<file path="src/rtl/issue_pkg.sv">
// Shared constants, types and decode helper for the instruction issue stage.
package issue_pkg;

    localparam int unsigned ROB_DEPTH = 8;
    localparam int unsigned XLEN      = 32;
    localparam int unsigned ROB_W     = $clog2(ROB_DEPTH);
    localparam int unsigned RS_N      = 12;
    localparam int unsigned RS_W      = 4;

    localparam logic [6:0] OPC_LOAD  = 7'b0000011;
    localparam logic [6:0] OPC_STORE = 7'b0100011;
    localparam logic [6:0] OPC_OP    = 7'b0110011;
    localparam logic [6:0] OPC_OPIMM = 7'b0010011;
    localparam logic [6:0] F7_MULDIV = 7'b0000001;

    localparam int unsigned RS_LS_LO  = 1;
    localparam int unsigned RS_LS_HI  = 6;
    localparam int unsigned RS_ADD_LO = 7;
    localparam int unsigned RS_ADD_HI = 9;
    localparam int unsigned RS_MUL_LO = 10;
    localparam int unsigned RS_MUL_HI = 11;

    localparam logic [1:0] SR_NONE     = 2'd0;
    localparam logic [1:0] SR_ROB_FULL = 2'd1;
    localparam logic [1:0] SR_RS_FULL  = 2'd2;

    typedef enum logic [1:0] {
        CLS_LS,
        CLS_ADD,
        CLS_MUL,
        CLS_ILL
    } instr_class_t;

    typedef enum logic [1:0] {
        ST_RUN,
        ST_STALL_ROB,
        ST_STALL_RS
    } fsm_state_t;

    function automatic instr_class_t decode_class(input logic [XLEN-1:0] instr);
        instr_class_t c;
        case (instr[6:0])
            OPC_LOAD, OPC_STORE: c = CLS_LS;
            OPC_OP:              c = (instr[31:25] == F7_MULDIV) ? CLS_MUL : CLS_ADD;
            OPC_OPIMM:           c = CLS_ADD;
            default:             c = CLS_ILL;
        endcase
        return c;
    endfunction

endpackage

</file>
<file path="src/rtl/instr_issue_unit_if.sv">
// Fetch-side handshake, ROB/RS status and issue bus of the issue stage.
interface instr_issue_unit_if;
    import issue_pkg::*;

    logic                in_valid;
    logic [XLEN-1:0]     in_instr;
    logic                in_ready;
    logic [ROB_DEPTH-1:0] rob_busy;
    logic [RS_N-1:0]     rs_release;
    logic                flush;
    logic                issue_valid;
    logic [ROB_W-1:0]    index_rb;
    logic [RS_W-1:0]     index_rs;
    logic [XLEN-1:0]     instruction;
    logic [4:0]          rs1;
    logic [4:0]          rs2;
    logic                illegal;
    logic [1:0]          stall_reason;

    // Issue unit side
    modport slave (
        input  in_valid, in_instr, rob_busy, rs_release, flush,
        output in_ready, issue_valid, index_rb, index_rs, instruction,
               rs1, rs2, illegal, stall_reason
    );

    // Environment side (fetch queue / ROB / reservation stations)
    modport master (
        output in_valid, in_instr, rob_busy, rs_release, flush,
        input  in_ready, issue_valid, index_rb, index_rs, instruction,
               rs1, rs2, illegal, stall_reason
    );

endinterface

</file>
<file path="src/rtl/instr_issue_unit_rs_free_picker.sv">
// Lowest-index free reservation station id within [LO,HI].
module rs_free_picker #(
    parameter int unsigned LO = 1,
    parameter int unsigned HI = 6
) (
    input  logic [HI:LO] alloc,
    output logic [3:0]   id,
    output logic         found
);

    // Ascending scan; the first clear bit wins
    always_comb begin
        id    = '0;
        found = 1'b0;
        for (int unsigned i = LO; i <= HI; i++) begin
            if (!found && !alloc[i]) begin
                id    = 4'(i);
                found = 1'b1;
            end
        end
    end

endmodule

</file>
<file path="src/rtl/instr_issue_unit.sv">
// In-order issue stage feeding the 8-entry ROB: decodes class, allocates the
// ROB tail and a free RS of that class, stalls on ROB-full / RS-class-full.
// Optional build macro ISSUE_STATS_EN adds saturating stat_issued/stat_stall.
// Note: rst_n is an active-high asynchronous reset (name kept for drop-in use).
module instr_issue_unit
    import issue_pkg::*;
(
    input logic clk,
    input logic rst_n,
    instr_issue_unit_if.slave bus
`ifdef ISSUE_STATS_EN
    ,
    output logic [31:0] stat_issued,
    output logic [31:0] stat_stall
`endif
);

    logic [ROB_W-1:0] tail;
    logic [RS_N-1:0]  rs_alloc;
    logic [RS_N-1:0]  rs_alloc_next;
    logic [RS_N-1:0]  set_mask;
    fsm_state_t       state;
    fsm_state_t       state_next;
    instr_class_t     cls;

    logic [RS_W-1:0]  ls_id, add_id, mul_id, pick_id;
    logic             ls_found, add_found, mul_found;
    logic             rob_ok, rs_ok, ready, xfer, issue_go, ill_go;

    logic             issue_valid_q, illegal_q;
    logic [ROB_W-1:0] index_rb_q;
    logic [RS_W-1:0]  index_rs_q;
    logic [XLEN-1:0]  instruction_q;
    logic [4:0]       rs1_q, rs2_q;
    logic [1:0]       stall_reason_c;

    rs_free_picker #(.LO(RS_LS_LO), .HI(RS_LS_HI)) u_pick_ls (
        .alloc (rs_alloc[RS_LS_HI:RS_LS_LO]),
        .id    (ls_id),
        .found (ls_found)
    );

    rs_free_picker #(.LO(RS_ADD_LO), .HI(RS_ADD_HI)) u_pick_add (
        .alloc (rs_alloc[RS_ADD_HI:RS_ADD_LO]),
        .id    (add_id),
        .found (add_found)
    );

    rs_free_picker #(.LO(RS_MUL_LO), .HI(RS_MUL_HI)) u_pick_mul (
        .alloc (rs_alloc[RS_MUL_HI:RS_MUL_LO]),
        .id    (mul_id),
        .found (mul_found)
    );

    // Decode class and select the picked RS id; illegal needs no RS
    always_comb begin
        cls     = decode_class(bus.in_instr);
        pick_id = '0;
        rs_ok   = 1'b1;
        case (cls)
            CLS_LS:  begin pick_id = ls_id;  rs_ok = ls_found;  end
            CLS_ADD: begin pick_id = add_id; rs_ok = add_found; end
            CLS_MUL: begin pick_id = mul_id; rs_ok = mul_found; end
            CLS_ILL: begin pick_id = '0;     rs_ok = 1'b1;      end
        endcase
    end

    assign rob_ok       = !bus.rob_busy[tail];
    assign ready        = rob_ok & rs_ok & ~bus.flush;
    assign xfer         = bus.in_valid & ready;
    assign issue_go     = xfer & (cls != CLS_ILL);
    assign ill_go       = xfer & (cls == CLS_ILL);
    assign bus.in_ready = ready;

    // Allocation mask update; a picked id is always clear, so set and
    // release of the same id never coincide
    always_comb begin
        set_mask = '0;
        if (issue_go) begin
            set_mask = RS_N'(1) << pick_id;
        end
        rs_alloc_next = (rs_alloc & ~bus.rs_release) | set_mask;
    end

    // Tail pointer, RS allocation mask and registered issue outputs
    always_ff @(posedge clk or posedge rst_n) begin
        if (rst_n) begin
            tail          <= ROB_W'(1);
            rs_alloc      <= '0;
            issue_valid_q <= 1'b0;
            illegal_q     <= 1'b0;
            index_rb_q    <= '0;
            index_rs_q    <= '0;
            instruction_q <= '0;
            rs1_q         <= '0;
            rs2_q         <= '0;
        end else if (bus.flush) begin
            tail          <= ROB_W'(1);
            rs_alloc      <= '0;
            issue_valid_q <= 1'b0;
            illegal_q     <= 1'b0;
        end else begin
            issue_valid_q <= issue_go;
            illegal_q     <= ill_go;
            rs_alloc      <= rs_alloc_next;
            if (issue_go) begin
                tail          <= tail + ROB_W'(1);
                index_rb_q    <= tail;
                index_rs_q    <= pick_id;
                instruction_q <= bus.in_instr;
                rs1_q         <= bus.in_instr[19:15];
                rs2_q         <= bus.in_instr[24:20];
            end
        end
    end

    // Stall FSM state register
    always_ff @(posedge clk or posedge rst_n) begin
        if (rst_n) begin
            state <= ST_RUN;
        end else begin
            state <= state_next;
        end
    end

    // Stall FSM next state; ROB-full dominates RS-full
    always_comb begin
        state_next = state;
        if (bus.flush) begin
            state_next = ST_RUN;
        end else begin
            case (state)
                ST_RUN: begin
                    if (bus.in_valid && !rob_ok) begin
                        state_next = ST_STALL_ROB;
                    end else if (bus.in_valid && !rs_ok) begin
                        state_next = ST_STALL_RS;
                    end
                end
                ST_STALL_ROB: begin
                    if (rob_ok) begin
                        state_next = ST_RUN;
                    end
                end
                ST_STALL_RS: begin
                    if (!rob_ok) begin
                        state_next = ST_STALL_ROB;
                    end else if (rs_ok) begin
                        state_next = ST_RUN;
                    end
                end
                default: state_next = ST_RUN;
            endcase
        end
    end

    // Stall FSM outputs
    always_comb begin
        case (state)
            ST_STALL_ROB: stall_reason_c = SR_ROB_FULL;
            ST_STALL_RS:  stall_reason_c = SR_RS_FULL;
            default:      stall_reason_c = SR_NONE;
        endcase
    end

    assign bus.issue_valid  = issue_valid_q;
    assign bus.illegal      = illegal_q;
    assign bus.index_rb     = index_rb_q;
    assign bus.index_rs     = index_rs_q;
    assign bus.instruction  = instruction_q;
    assign bus.rs1          = rs1_q;
    assign bus.rs2          = rs2_q;
    assign bus.stall_reason = stall_reason_c;

`ifdef ISSUE_STATS_EN
    // Saturating statistics counters, untouched by flush
    always_ff @(posedge clk or posedge rst_n) begin
        if (rst_n) begin
            stat_issued <= '0;
            stat_stall  <= '0;
        end else begin
            if (issue_go && stat_issued != '1) begin
                stat_issued <= stat_issued + 32'd1;
            end
            if (bus.in_valid && !ready && stat_stall != '1) begin
                stat_stall <= stat_stall + 32'd1;
            end
        end
    end
`endif

endmodule

</file>
<file path="src/flat_wrapper.sv">
// flat-port wrapper written by rule: the top's interface ports become plain ports
module instr_issue_unit_flat import issue_pkg::*;
  (clk, rst_n, bus_in_valid, bus_in_instr, bus_rob_busy, bus_rs_release, bus_flush, bus_in_ready, bus_issue_valid, bus_index_rb, bus_index_rs, bus_instruction, bus_rs1, bus_rs2, bus_illegal, bus_stall_reason);
  instr_issue_unit_if bus_i ();
  input logic clk;
  input logic rst_n;
  input wire logic [$bits(bus_i.in_valid)-1:0] bus_in_valid;
  input wire logic [$bits(bus_i.in_instr)-1:0] bus_in_instr;
  input wire logic [$bits(bus_i.rob_busy)-1:0] bus_rob_busy;
  input wire logic [$bits(bus_i.rs_release)-1:0] bus_rs_release;
  input wire logic [$bits(bus_i.flush)-1:0] bus_flush;
  output wire logic [$bits(bus_i.in_ready)-1:0] bus_in_ready;
  output wire logic [$bits(bus_i.issue_valid)-1:0] bus_issue_valid;
  output wire logic [$bits(bus_i.index_rb)-1:0] bus_index_rb;
  output wire logic [$bits(bus_i.index_rs)-1:0] bus_index_rs;
  output wire logic [$bits(bus_i.instruction)-1:0] bus_instruction;
  output wire logic [$bits(bus_i.rs1)-1:0] bus_rs1;
  output wire logic [$bits(bus_i.rs2)-1:0] bus_rs2;
  output wire logic [$bits(bus_i.illegal)-1:0] bus_illegal;
  output wire logic [$bits(bus_i.stall_reason)-1:0] bus_stall_reason;
  assign bus_i.in_valid = bus_in_valid;
  assign bus_i.in_instr = bus_in_instr;
  assign bus_i.rob_busy = bus_rob_busy;
  assign bus_i.rs_release = bus_rs_release;
  assign bus_i.flush = bus_flush;
  assign bus_in_ready = bus_i.in_ready;
  assign bus_issue_valid = bus_i.issue_valid;
  assign bus_index_rb = bus_i.index_rb;
  assign bus_index_rs = bus_i.index_rs;
  assign bus_instruction = bus_i.instruction;
  assign bus_rs1 = bus_i.rs1;
  assign bus_rs2 = bus_i.rs2;
  assign bus_illegal = bus_i.illegal;
  assign bus_stall_reason = bus_i.stall_reason;
  instr_issue_unit u_core (.clk(clk), .rst_n(rst_n), .bus(bus_i));
endmodule
</file>
<file path="config.mk">
export PLATFORM = sky130hd
export DESIGN_NAME = instr_issue_unit_flat
export DESIGN_NICKNAME = d
export VERILOG_FILES = /design/src/rtl/issue_pkg.sv /design/src/rtl/instr_issue_unit_if.sv /design/src/rtl/instr_issue_unit_rs_free_picker.sv /design/src/rtl/instr_issue_unit.sv /design/src/flat_wrapper.sv
export SDC_FILE = /design/constraint.sdc
export NUM_CORES = 1
export LEC_CHECK = 0
export BUFFER_PORTS_ARGS = -buffer_cell sky130_fd_sc_hd__buf_2
export CORE_MARGIN = 2
export CORE_UTILIZATION = 50
export CTS_CLUSTER_DIAMETER = 150
export CTS_CLUSTER_SIZE = 16
export DETAILED_ROUTE_END_ITERATION = 8
export PLACE_DENSITY = 0.85
export SYNTH_ARGS = -nofsm -noshare
export SYNTH_HDL_FRONTEND = slang
export SYNTH_SLANG_ARGS = --single-unit
</file>
<file path="constraint.sdc">
create_clock -name clk -period 4.8 [get_ports clk]
set_input_delay 0.24 -clock clk [delete_from_list [all_inputs] [get_ports clk]]
set_output_delay 0.24 -clock clk [all_outputs]
set_load 0.02 [all_outputs]
</file>
==> impl_metrics.tcl, run 1 <==
set metrics [dict create \
    final_cell_count_no_fill 404 \
    setup_fix_bufs_post_cts 0 \
    clk_transition_reported_paths_ps 60 \
    critPathArrivalTime_ps 2790 \
    initial_core_util_pct 51.64 \
    yosysUniqueCellTypes 44 \
    worst-path-max-fanout 46 \
    holdCritStartpoint "bus_rs_release[6]" \
    min_period_ps 2577 \
    cts_hold_repair.buffers 0 \
    end_kind "register" \
    worst_ep_required_time_ps 5010 \
    synth_sequential_area_ratio_pct 54.13 \
    synthesis.nets 284 \
    gpl.final_weighted_congestion 0.9051 \
    pre_cts_slack_ps 2050 \
    synth_area_leader_cell "sky130_fd_sc_hd__dfrtp_1" \
    synthToLayoutAreaGrowth_pct 27.09 \
    grt_pass1_wl_um 9432 \
    grt_pass1_vias 2113 \
    cells_taking_the_most_area_after_synthesis "sky130_fd_sc_hd__dfrtp_1 (53%), sky130_fd_sc_hd__mux2_2 (13%), sky130_fd_sc_hd__o21ai_0 (3.0%)" \
    ys_warn_count 0 \
    skew_ps 4.907 \
    pwr-share-clk_pct 39.5 \
    cts_root_buffer "sky130_fd_sc_hd__clkbuf_8" \
    final.setup.worst_slack_ps 2223 \
    clock-sinks 57 \
    synth_mux_area_share_pct 15.09 \
    antenna_found_initial 0 \
    layout.nets 386 \
    synth_seq_cells 57 \
    initialDrtViolationCount 108 \
    layout.cells.most_common_list "sky130_fd_sc_hd__buf_2 (108), sky130_fd_sc_hd__dfrtp_1 (56), sky130_fd_sc_hd__mux2_2 (30)" \
    p_sw_mw 0.2779 \
    placed_cells 388 \
    grt.total_usage_pct 20.57 \
    worstMarginPinSlew_ps 709.0 \
    maxClockFrequency_ghz 0.3881 \
    part_of_the_power_in_combinational_logic_pct 13.4 \
    die-area_sq_um 5872 \
    grt_start_max_net_pins 58 \
    worst_hold_path_type "in -> reg" \
    synth_compound_gate_area_share_pct 7.543 \
    synth-async-reset-ratio_pct 100.0 \
    avgRoutedWirePerCell_um 14.04 \
    overflow 0 \
    synth_adder_area_share_pct 0.4744 \
    timing.final.hold_violations 0 \
    netlist_area_sq_um 2638 \
    fin_setup_tns_ps 0 \
    timing_max_transition_violations_final 0 \
    synth_xor_area_share_pct 0.6641 \
    finalWirelength_um 5671 \
    power.share.switching_pct 25.36 \
    grt_setup_unrepaired "no" \
    setup.worst_path.start "u_core.tail[0]" \
    vias_per_cell 5.161 \
    synth_top_cell_area_share_pct 53.13 \
    post_cts_resized 0 \
    power.density_cell_area_nw_per_um2 326.9 \
    die_height_um 76.63 \
    antenna_cells_inserted 0 \
    finalSetupViolCount 0 \
    cts_inserted_buffers 9 \
    post-route-util_pct 65.63 \
    worstSkewPairLatency_ps 330 \
    floorplan.core_area_sq_um 5107 \
    ant_nets 0 \
    number_of_cells_produced_by_synthesis 227 \
    drc 0 \
    top_level_ports 110 \
    p_int_mw 0.8178 \
    layout_commonest_cell "sky130_fd_sc_hd__buf_2" \
    crit_path_start_kind "register" \
    synth_simple_gate_area_share_pct 17.08 \
    synth_top_family_by_area "simple AND/OR/NAND/NOR gates" \
    finalCritPeriodShare_pct 53.68 \
    worstSetupPathType "reg -> reg" \
    max-vdd-ir-drop_mv 0.2274 \
    layout_cells_sized_above_1_pct 48.20 \
    drt_first_pass_iters 4 \
    die-width_um 76.63 \
    count_of_vias_placed_by_the_detailed_router 2085 \
    synth_enable_flop_cells 0 \
    rows 26 \
    syn_avg_cell_area_sq_um 11.62 \
    ys.flop_type "sky130_fd_sc_hd__dfrtp_1" \
    seq_pwr_share_pct 47.2 \
    result_of_the_run "finished, final reports clean" \
    max_cap_violations 0 \
    cts_tree "done" \
    cts.htree.levels 3 \
    power.static_leakage_nw 1.847 \
    r2r-start "u_core.tail[0]" \
    io_buffers 108 \
    detailed_place_hpwl_um 4012 \
    clock_tree.buffer_depth 2 \
    timing.slew.headroom_pct 52.74 \
]
-- cells in the mapped netlist, drive strengths merged, types with 3 or more instances --
library cell / instances
dfrtp: 56
nand4: 3
mux2i: 6
mux2: 30
and3: 4
inv: 6
buf: 14
nand2: 20
nor2b: 3
clkbuf: 4
nor4b: 4
and2: 3
nand2b: 10
nor2: 15
o21ai: 16
-- power groups by stage --
stage	registers [mW]	logic, mW	clock network [mW]
floorplan	0.556	0.0621	0
global placement	0.524	0.144	0
detailed placement	0.526	0.148	0
CTS	0.517	0.148	0.442
global route	0.520	0.159	0.465
finish	0.517	0.146	0.432
-- flip-flops by register name, indices dropped and copies added (netlist names), 2 cells and up --
register,cells
u_core.bus.rs1,4
u_core.state,2
u_core.bus.index_rb,3
u_core.bus.instruction,28
u_core.bus.index_rs,4
u_core.rs_alloc,11
u_core.tail,3
-- metal layers --
| metal | wire length (um) | GRT usage [%] |
|---|---|---|
| met1 | 2409 | 24.03 |
| met4 | 97 | 9.818 |
| met2 | 2811 | 35.93 |
| met5 | 0 | 0 |
| met3 | 353 | 4.502 |
-- metrics by stage --
stage / power [mW] / instance area, sq um / hold WS (ps)
floorplan: 0.6179 / 2638 / 327.9
global placement: 0.6682 / 3163 / 420.8
detailed placement: 0.6738 / 3163 / 425.9
CTS: 1.107 / 3352 / 77.48
global route: 1.144 / 3352 / 86.01
finish: 1.096 / 3352 / 88.38
-- worst max-delay path, stage by stage, from the launching register on --
cell and delay [ps]:
sky130_fd_sc_hd__dfstp_2 640, sky130_fd_sc_hd__mux2i_1 210, sky130_fd_sc_hd__nand3b_1 90, sky130_fd_sc_hd__nand4_1 240, sky130_fd_sc_hd__nand3_4 520, sky130_fd_sc_hd__nand2b_1 420, sky130_fd_sc_hd__o32ai_1 340
-- layout make-up --
| type | count | area (sq um) |
|---|---|---|
| Clock buffer | 13 | 148.9 |
| Clock inverter | 3 | 40.04 |
| Fill cell | 419 | 1755 |
| Inverter | 6 | 22.52 |
| Multi-Input combinational cell | 146 | 1077 |
| Sequential cell | 57 | 1428 |
| Tap cell | 70 | 87.58 |
| Timing Repair Buffer | 109 | 548.0 |
-- path summary, 6_finish.rpt --
check	end	slack, ps	depth (start not counted)
worst min-delay path	u_core.rs_alloc[6]	90	2
worst max register to register	u_core.rs_alloc[3]	2220	6
max in group asynchronous	u_core.rs_alloc[6]	4220	3
min in group asynchronous	u_core.bus.rs1[2]	110	3
worst min register to register	u_core.bus.instruction[1]	460	1
worst max-delay path	u_core.rs_alloc[3]	2220	6
-- kinds of logic (layout without fill, tap and decap cells) --
group | after synthesis | in the layout
and+or+nand+nor | 77 | 77
xor gates and xnor gates | 2 | 2
muxes | 36 | 36
AOI/OAI and AO/OA | 30 | 30
buffers and inverters | 24 | 131
DFF | 57 | 57
adders and majority gates | 1 | 1
No activity file was read; power rests on OpenSTA's default activity.
==> run 2: changes to the inputs <==
--- a/config.mk
+++ b/config.mk
@@ -7,11 +7,11 @@
 export LEC_CHECK = 0
 export BUFFER_PORTS_ARGS = -buffer_cell sky130_fd_sc_hd__buf_2
 export CORE_MARGIN = 2
-export CORE_UTILIZATION = 50
+export CORE_UTILIZATION = 48
 export CTS_CLUSTER_DIAMETER = 150
 export CTS_CLUSTER_SIZE = 16
 export DETAILED_ROUTE_END_ITERATION = 8
-export PLACE_DENSITY = 0.85
+export PLACE_DENSITY = 0.82
 export SYNTH_ARGS = -nofsm -noshare
 export SYNTH_HDL_FRONTEND = slang
 export SYNTH_SLANG_ARGS = --single-unit
==> constraint.sdc (replaced) <==
create_clock -name clk -period 2.65 [get_ports clk]
set_input_delay 0.1325 -clock clk [delete_from_list [all_inputs] [get_ports clk]]
set_output_delay 0.1325 -clock clk [all_outputs]
set_load 0.02 [all_outputs]
==> impl_metrics.tcl, run 2 (synthesis gave the netlist of run 1 again) <==
set metrics [dict create \
    fillCellCount 423 \
    result_of_the_run "finished, final reports clean" \
    worstSetupPathType "reg -> reg" \
    overflow 0 \
    critPathArrivalTime_ps 2410 \
    holdCritStartpoint "bus_in_instr[23]" \
    die-width_um 78.13 \
    cts_tree "done" \
    layout_cells_sized_above_1_pct 48.67 \
    layout_commonest_cell "sky130_fd_sc_hd__buf_2" \
    fin_setup_tns_ps 0 \
    clk_transition_reported_paths_ps 60 \
    timing.reg2reg.worst_path_depth 6 \
    drc 0 \
    die_height_um 78.13 \
    layout.cells.most_common_list "sky130_fd_sc_hd__buf_2 (108), sky130_fd_sc_hd__dfrtp_1 (56), sky130_fd_sc_hd__mux2_2 (30)" \
    floorplan.core_area_sq_um 5205 \
    end_kind "register" \
    holdWs_ps 36.57 \
    skew_ps 7.135 \
    worstSkewPairLatency_ps 320 \
    antenna_cells_inserted 0 \
    setup_fix_bufs_post_cts 0 \
    finalCritPeriodShare_pct 83.16 \
    timing.slew.headroom_pct 51.51 \
    avgRoutedWirePerCell_um 13.99 \
    count_of_vias_placed_by_the_detailed_router 2073 \
    cts.htree.levels 3 \
    initial_core_util_pct 50.67 \
    worst-path-max-fanout 18 \
    finalSetupViolCount 0 \
    maxClockFrequency_ghz 0.4538 \
    min_period_ps 2204 \
    timing_max_transition_violations_final 0 \
    part_of_the_power_in_combinational_logic_pct 13.3 \
    p_int_mw 1.543 \
    p_sw_mw 0.4951 \
    drt_first_pass_iters 4 \
    power.share.switching_pct 24.29 \
    initialDrtViolationCount 65 \
    regToRegEndpoint "u_core.bus.index_rb[0]" \
    worstMarginPinSlew_ps 720.6 \
    crit_path_start_kind "register" \
    r2r_slack_ps 450 \
    top_level_ports 110 \
    synthToLayoutAreaGrowth_pct 29.70 \
    clock_tree.buffer_depth 2 \
    final_cell_count_no_fill 409 \
    seq_pwr_share_pct 45.9 \
    gpl.final_weighted_congestion 0.9318 \
    post_cts_resized 0 \
    placed_cells 392 \
    grt_pass1_vias 2097 \
    grt.total_usage_pct 20.17 \
    worst_hold_path_type "in -> reg" \
    layout.nets 393 \
    r2r-start "u_core.tail[0]" \
    largest_reg_flops 28 \
    grt_pass1_wl_um 9577 \
    die-area_sq_um 6104 \
    grt_setup_unrepaired "no" \
    cts_root_buffer "sky130_fd_sc_hd__clkbuf_8" \
    final.setup.worst_slack_ps 446.3 \
    worst_hold_path.num_cells 2 \
    power.static_leakage_nw 1.882 \
    ant_nets 0 \
    max_cap_violations 0 \
    worst_ep_required_time_ps 2850 \
    finalWirelength_um 5723 \
    power.density_cell_area_nw_per_um2 595.9 \
    pwr-share-clk_pct 40.8 \
    clock-sinks 57 \
    cts_inserted_buffers 9 \
    timing.final.hold_violations 0 \
    vias_per_cell 5.068 \
    rows 26 \
    antenna_found_initial 0 \
    worstHoldEndpoint "u_core.bus.instruction[23]" \
    grt_start_max_net_pins 26 \
    pre_cts_slack_ps 405.1 \
    max-vdd-ir-drop_mv 0.4019 \
    post-route-util_pct 65.72 \
    io_buffers 108 \
    detailed_place_hpwl_um 4228 \
]
## run 2: cell count changes in the layout (fill, tap and decap cells not counted)
cell                            before  now
sky130_fd_sc_hd__dlygate4sd3_1       0    3
sky130_fd_sc_hd__clkbuf_8           10    9
sky130_fd_sc_hd__bufinv_16           1    2
sky130_fd_sc_hd__buf_4               1    5
sky130_fd_sc_hd__clkbuf_1            3    1
## run 2: power by group through the flow
| stage | sequential (mW) | clock (mW) | combinational [mW] |
|---|---|---|---|
| after floorplan | 1.01 | 0 | 0.112 |
| after global placement | 0.949 | 0 | 0.266 |
| after detailed placement | 0.952 | 0 | 0.271 |
| after CTS | 0.936 | 0.854 | 0.276 |
| after global routing | 0.941 | 0.898 | 0.294 |
| final | 0.936 | 0.832 | 0.271 |
## run 2: worst max path at each step
stage	start	end	slack [ps]	cells past startpoint
after CTS	u_core.tail[0]	u_core.bus.index_rb[0]	430	6
after detailed placement	bus_in_instr[3]	u_core.bus.index_rb[0]	410	6
after floorplan	u_core.tail[0]	u_core.bus.index_rb[0]	620	7
after global placement	bus_in_instr[26]	u_core.bus.instruction[13]	460	7
after global routing	u_core.tail[0]	u_core.tail[1]	300	7
final	u_core.tail[0]	u_core.bus.index_rb[0]	450	6
## run 2: worst max-delay path, cell delays in order (launching register included)
cell	delay (ps)
sky130_fd_sc_hd__dfstp_2	640
sky130_fd_sc_hd__mux2i_1	240
sky130_fd_sc_hd__nand3b_1	100
sky130_fd_sc_hd__nand4_1	260
sky130_fd_sc_hd__nand3_4	260
sky130_fd_sc_hd__buf_4	290
sky130_fd_sc_hd__mux2_2	290
## run 2: area by class of cell
| class | count | area, sq um | area share, % |
|---|---|---|---|
| Sequential cell | 57 | 1428 | 41.73 |
| Multi-Input combinational cell | 146 | 1077 | 31.49 |
| Timing Repair Buffer | 116 | 608.1 | 17.78 |
| Clock buffer | 10 | 127.6 | 3.731 |
| Tap cell | 70 | 87.58 | 2.560 |
| Clock inverter | 4 | 70.07 | 2.048 |
| Inverter | 6 | 22.52 | 0.6584 |
## run 2: routing by layer
layer	GRT usage (%)	part of all wire, %
met2	34.05	49
met5	0	0
met3	4.828	7.3
met4	8.947	1.9
met1	24.64	42
## run 2: timing repair
item                                    in CTS  in global routing
hold buffers                                 3                  0
endpoints found under the setup margin       0                  0
endpoints found under the hold margin       25                  0
## run 2: metrics by stage
stage,total power [mW],cell area [sq um]
2_1_floorplan,1.119,2638
3_3_place_gp,1.216,3193
3_5_place_dp,1.223,3193
4_1_cts,2.066,3421
5_1_grt,2.133,3421
6_report,2.039,3421
==> run 3: changes to the inputs <==
--- a/config.mk
+++ b/config.mk
@@ -7,11 +7,11 @@
 export LEC_CHECK = 0
 export BUFFER_PORTS_ARGS = -buffer_cell sky130_fd_sc_hd__buf_2
 export CORE_MARGIN = 2
-export CORE_UTILIZATION = 48
+export CORE_UTILIZATION = 43
 export CTS_CLUSTER_DIAMETER = 150
 export CTS_CLUSTER_SIZE = 16
 export DETAILED_ROUTE_END_ITERATION = 8
-export PLACE_DENSITY = 0.82
+export PLACE_DENSITY = 0.78
 export SYNTH_ARGS = -nofsm -noshare
 export SYNTH_HDL_FRONTEND = slang
 export SYNTH_SLANG_ARGS = --single-unit
==> constraint.sdc (replaced) <==
create_clock -name clk -period 1.8 [get_ports clk]
set_input_delay 0.09 -clock clk [delete_from_list [all_inputs] [get_ports clk]]
set_output_delay 0.09 -clock clk [all_outputs]
set_load 0.02 [all_outputs]
==> impl_metrics.tcl, run 3 (synthesis gave the netlist of run 1 again) <==
set metrics [dict create \
    result_of_the_run "finished with violations" \
    failing_checks "setup timing" \
    grt_pass1_vias 2161 \
    layout_cells_sized_above_1_pct 50.94 \
    cts.htree.levels 3 \
    timing_max_transition_violations_final 0 \
    synthToLayoutAreaGrowth_pct 45.59 \
    finalSetupViolCount 50 \
    min_period_ps 1961 \
    cts_root_buffer "sky130_fd_sc_hd__clkbuf_8" \
    finalCritPeriodShare_pct 109.0 \
    regToRegEndpoint "u_core.bus.rs1[3]" \
    drt_first_pass_iters 4 \
    gpl.final_weighted_congestion 0.9772 \
    die-width_um 82.32 \
    skew_ps 10.45 \
    worst_hold_path_type "in -> reg" \
    drc 0 \
    layout_commonest_cell "sky130_fd_sc_hd__buf_2" \
    initial_core_util_pct 44.55 \
    worst-path-max-fanout 19 \
    cts_tree "done" \
    avgRoutedWirePerCell_um 14.30 \
    io_buffers 108 \
    met1_length_um 2618 \
    clock_tree.buffer_depth 2 \
    rows 28 \
    grt_pass1_wl_um 9915 \
    max_cap_violations 0 \
    worstMarginPinSlew_ps 531.4 \
    fillCellCount 474 \
    finalWirelength_um 6407 \
    r2r-start "u_core.tail[0]" \
    antenna_found_initial 0 \
    route.top_layer_used "met4" \
    grt_setup_unrepaired "yes" \
    power.share.switching_pct 24.34 \
    antenna_cells_inserted 0 \
    top_level_ports 110 \
    timing.slew.headroom_pct 64.07 \
    max-vdd-ir-drop_mv 0.4929 \
    met2_length_um 3276 \
    pwr-share-clk_pct 41.3 \
    crit_path_start_kind "register" \
    count_of_vias_placed_by_the_detailed_router 2247 \
    worst_ep_required_time_ps 2000 \
    design_power_mw 3.122 \
    met3RoutedLength_um 323 \
    part_of_the_power_in_combinational_logic_pct 14.6 \
    die-area_sq_um 6777 \
    end_kind "register" \
    largest_reg_flops 28 \
    worstSkewPairLatency_ps 330 \
    layout.cells.most_common_list "sky130_fd_sc_hd__buf_2 (107), sky130_fd_sc_hd__dfrtp_1 (56), sky130_fd_sc_hd__mux2_2 (30)" \
    setup.worst_path.start "u_core.tail[0]" \
    timing.final.hold_violations 0 \
    seq_pwr_share_pct 44.2 \
    final.setup.worst_slack_ps -161.3 \
    worst_hold_path.num_cells 4 \
    floorplan.core_area_sq_um 5921 \
    vias_per_cell 5.016 \
    power.density_cell_area_nw_per_um2 813.1 \
    timing.reg2reg.worst_path_depth 7 \
    grt.total_usage_pct 19.77 \
    worstSetupPathType "reg -> reg" \
    clk_transition_reported_paths_ps 60 \
    die_height_um 82.32 \
    maxClockFrequency_ghz 0.5099 \
    clock-sinks 57 \
    p_int_mw 2.362 \
    ant_nets 0 \
    cts_inserted_buffers 9 \
    power.static_leakage_nw 2.086 \
    r2r_slack_ps -160 \
    fin_setup_tns_ps -5873 \
    initialDrtViolationCount 98 \
    p_sw_mw 0.7601 \
    detailed_place_hpwl_um 4542 \
    critPathArrivalTime_ps 2160 \
    overflow 0 \
    layout.nets 426 \
    grt_start_max_net_pins 39 \
    timing_endpoint_of_the_critical_path "u_core.bus.rs1[3]" \
]
## run 3: cell type report
cell class	instances	area (sq um)	share of cell area [%]
clock inverters	3	65.06	1.694
inverters	6	22.52	0.5865
repair buffers	149	943.4	24.57
flip-flops and latches	57	1428	37.18
multi-input cells	146	1142	29.75
well taps	75	93.84	2.444
clock buffers	12	145.1	3.780
## run 3: stage by stage
| step | hold slack (ps) | util, % | instances | setup slack [ps] | area [sq um] |
|---|---|---|---|---|---|
| finish | 13.84 | 64.86 | 448 | -161.3 | 3840 |
| CTS | 2.624 | 64.16 | 447 | -116.6 | 3799 |
| global route | 0.05368 | 64.86 | 448 | -263.5 | 3840 |
| global placement | 113.5 | 55.85 | 408 | -72.34 | 3307 |
| floorplan | 176.7 | - | 227 | -41.48 | 2660 |
| detailed placement | 120.6 | 55.85 | 408 | -152.1 | 3307 |
## run 3: how the worst min path moves through the flow
stage                     slack [ps]         startpoint                         end
final                             10  bus_rs_release[2]          u_core.rs_alloc[2]
after global routing            0.05   bus_in_instr[17]           u_core.bus.rs1[2]
after CTS                          3  bus_rs_release[2]          u_core.rs_alloc[2]
after detailed placement         120              rst_n   u_core.bus.instruction[9]
after global placement           110              rst_n  u_core.bus.instruction[22]
after floorplan                  180  bus_rs_release[6]          u_core.rs_alloc[6]
## run 3: worst max-delay path: stages (launching register included)
cell and delay (ps):
sky130_fd_sc_hd__dfstp_2 590, sky130_fd_sc_hd__mux2i_1 220, sky130_fd_sc_hd__nand3b_1 120, sky130_fd_sc_hd__nand4_1 160
sky130_fd_sc_hd__buf_4 150, sky130_fd_sc_hd__nand3_4 110, sky130_fd_sc_hd__buf_6 200, sky130_fd_sc_hd__mux2_2 280
## run 3: power groups by stage
| stage | combinational (mW) | sequential [mW] | clock [mW] |
|---|---|---|---|
| floorplan | 0.166 | 1.48 | 0 |
| global placement | 0.399 | 1.40 | 0 |
| detailed placement | 0.408 | 1.40 | 0 |
| CTS | 0.455 | 1.38 | 1.31 |
| global route | 0.493 | 1.39 | 1.39 |
| finish | 0.455 | 1.38 | 1.29 |
## run 3: routing by layer
metal  track usage (%)  vias up
met4             11.33        0
met5                 0        -
met2             33.06       71
met3             4.239       19
met1             23.47     1079
li1                  -     1078
## run 3: timing repair
item / CTS / global route
hold buffers: 21 / 0
buffers inserted: 3 / 1
endpoints found under the setup margin: 51 / 55
pin swaps: 6 / 2
hold endpoints to repair: 39 / 0
resized for setup: 17 / 9
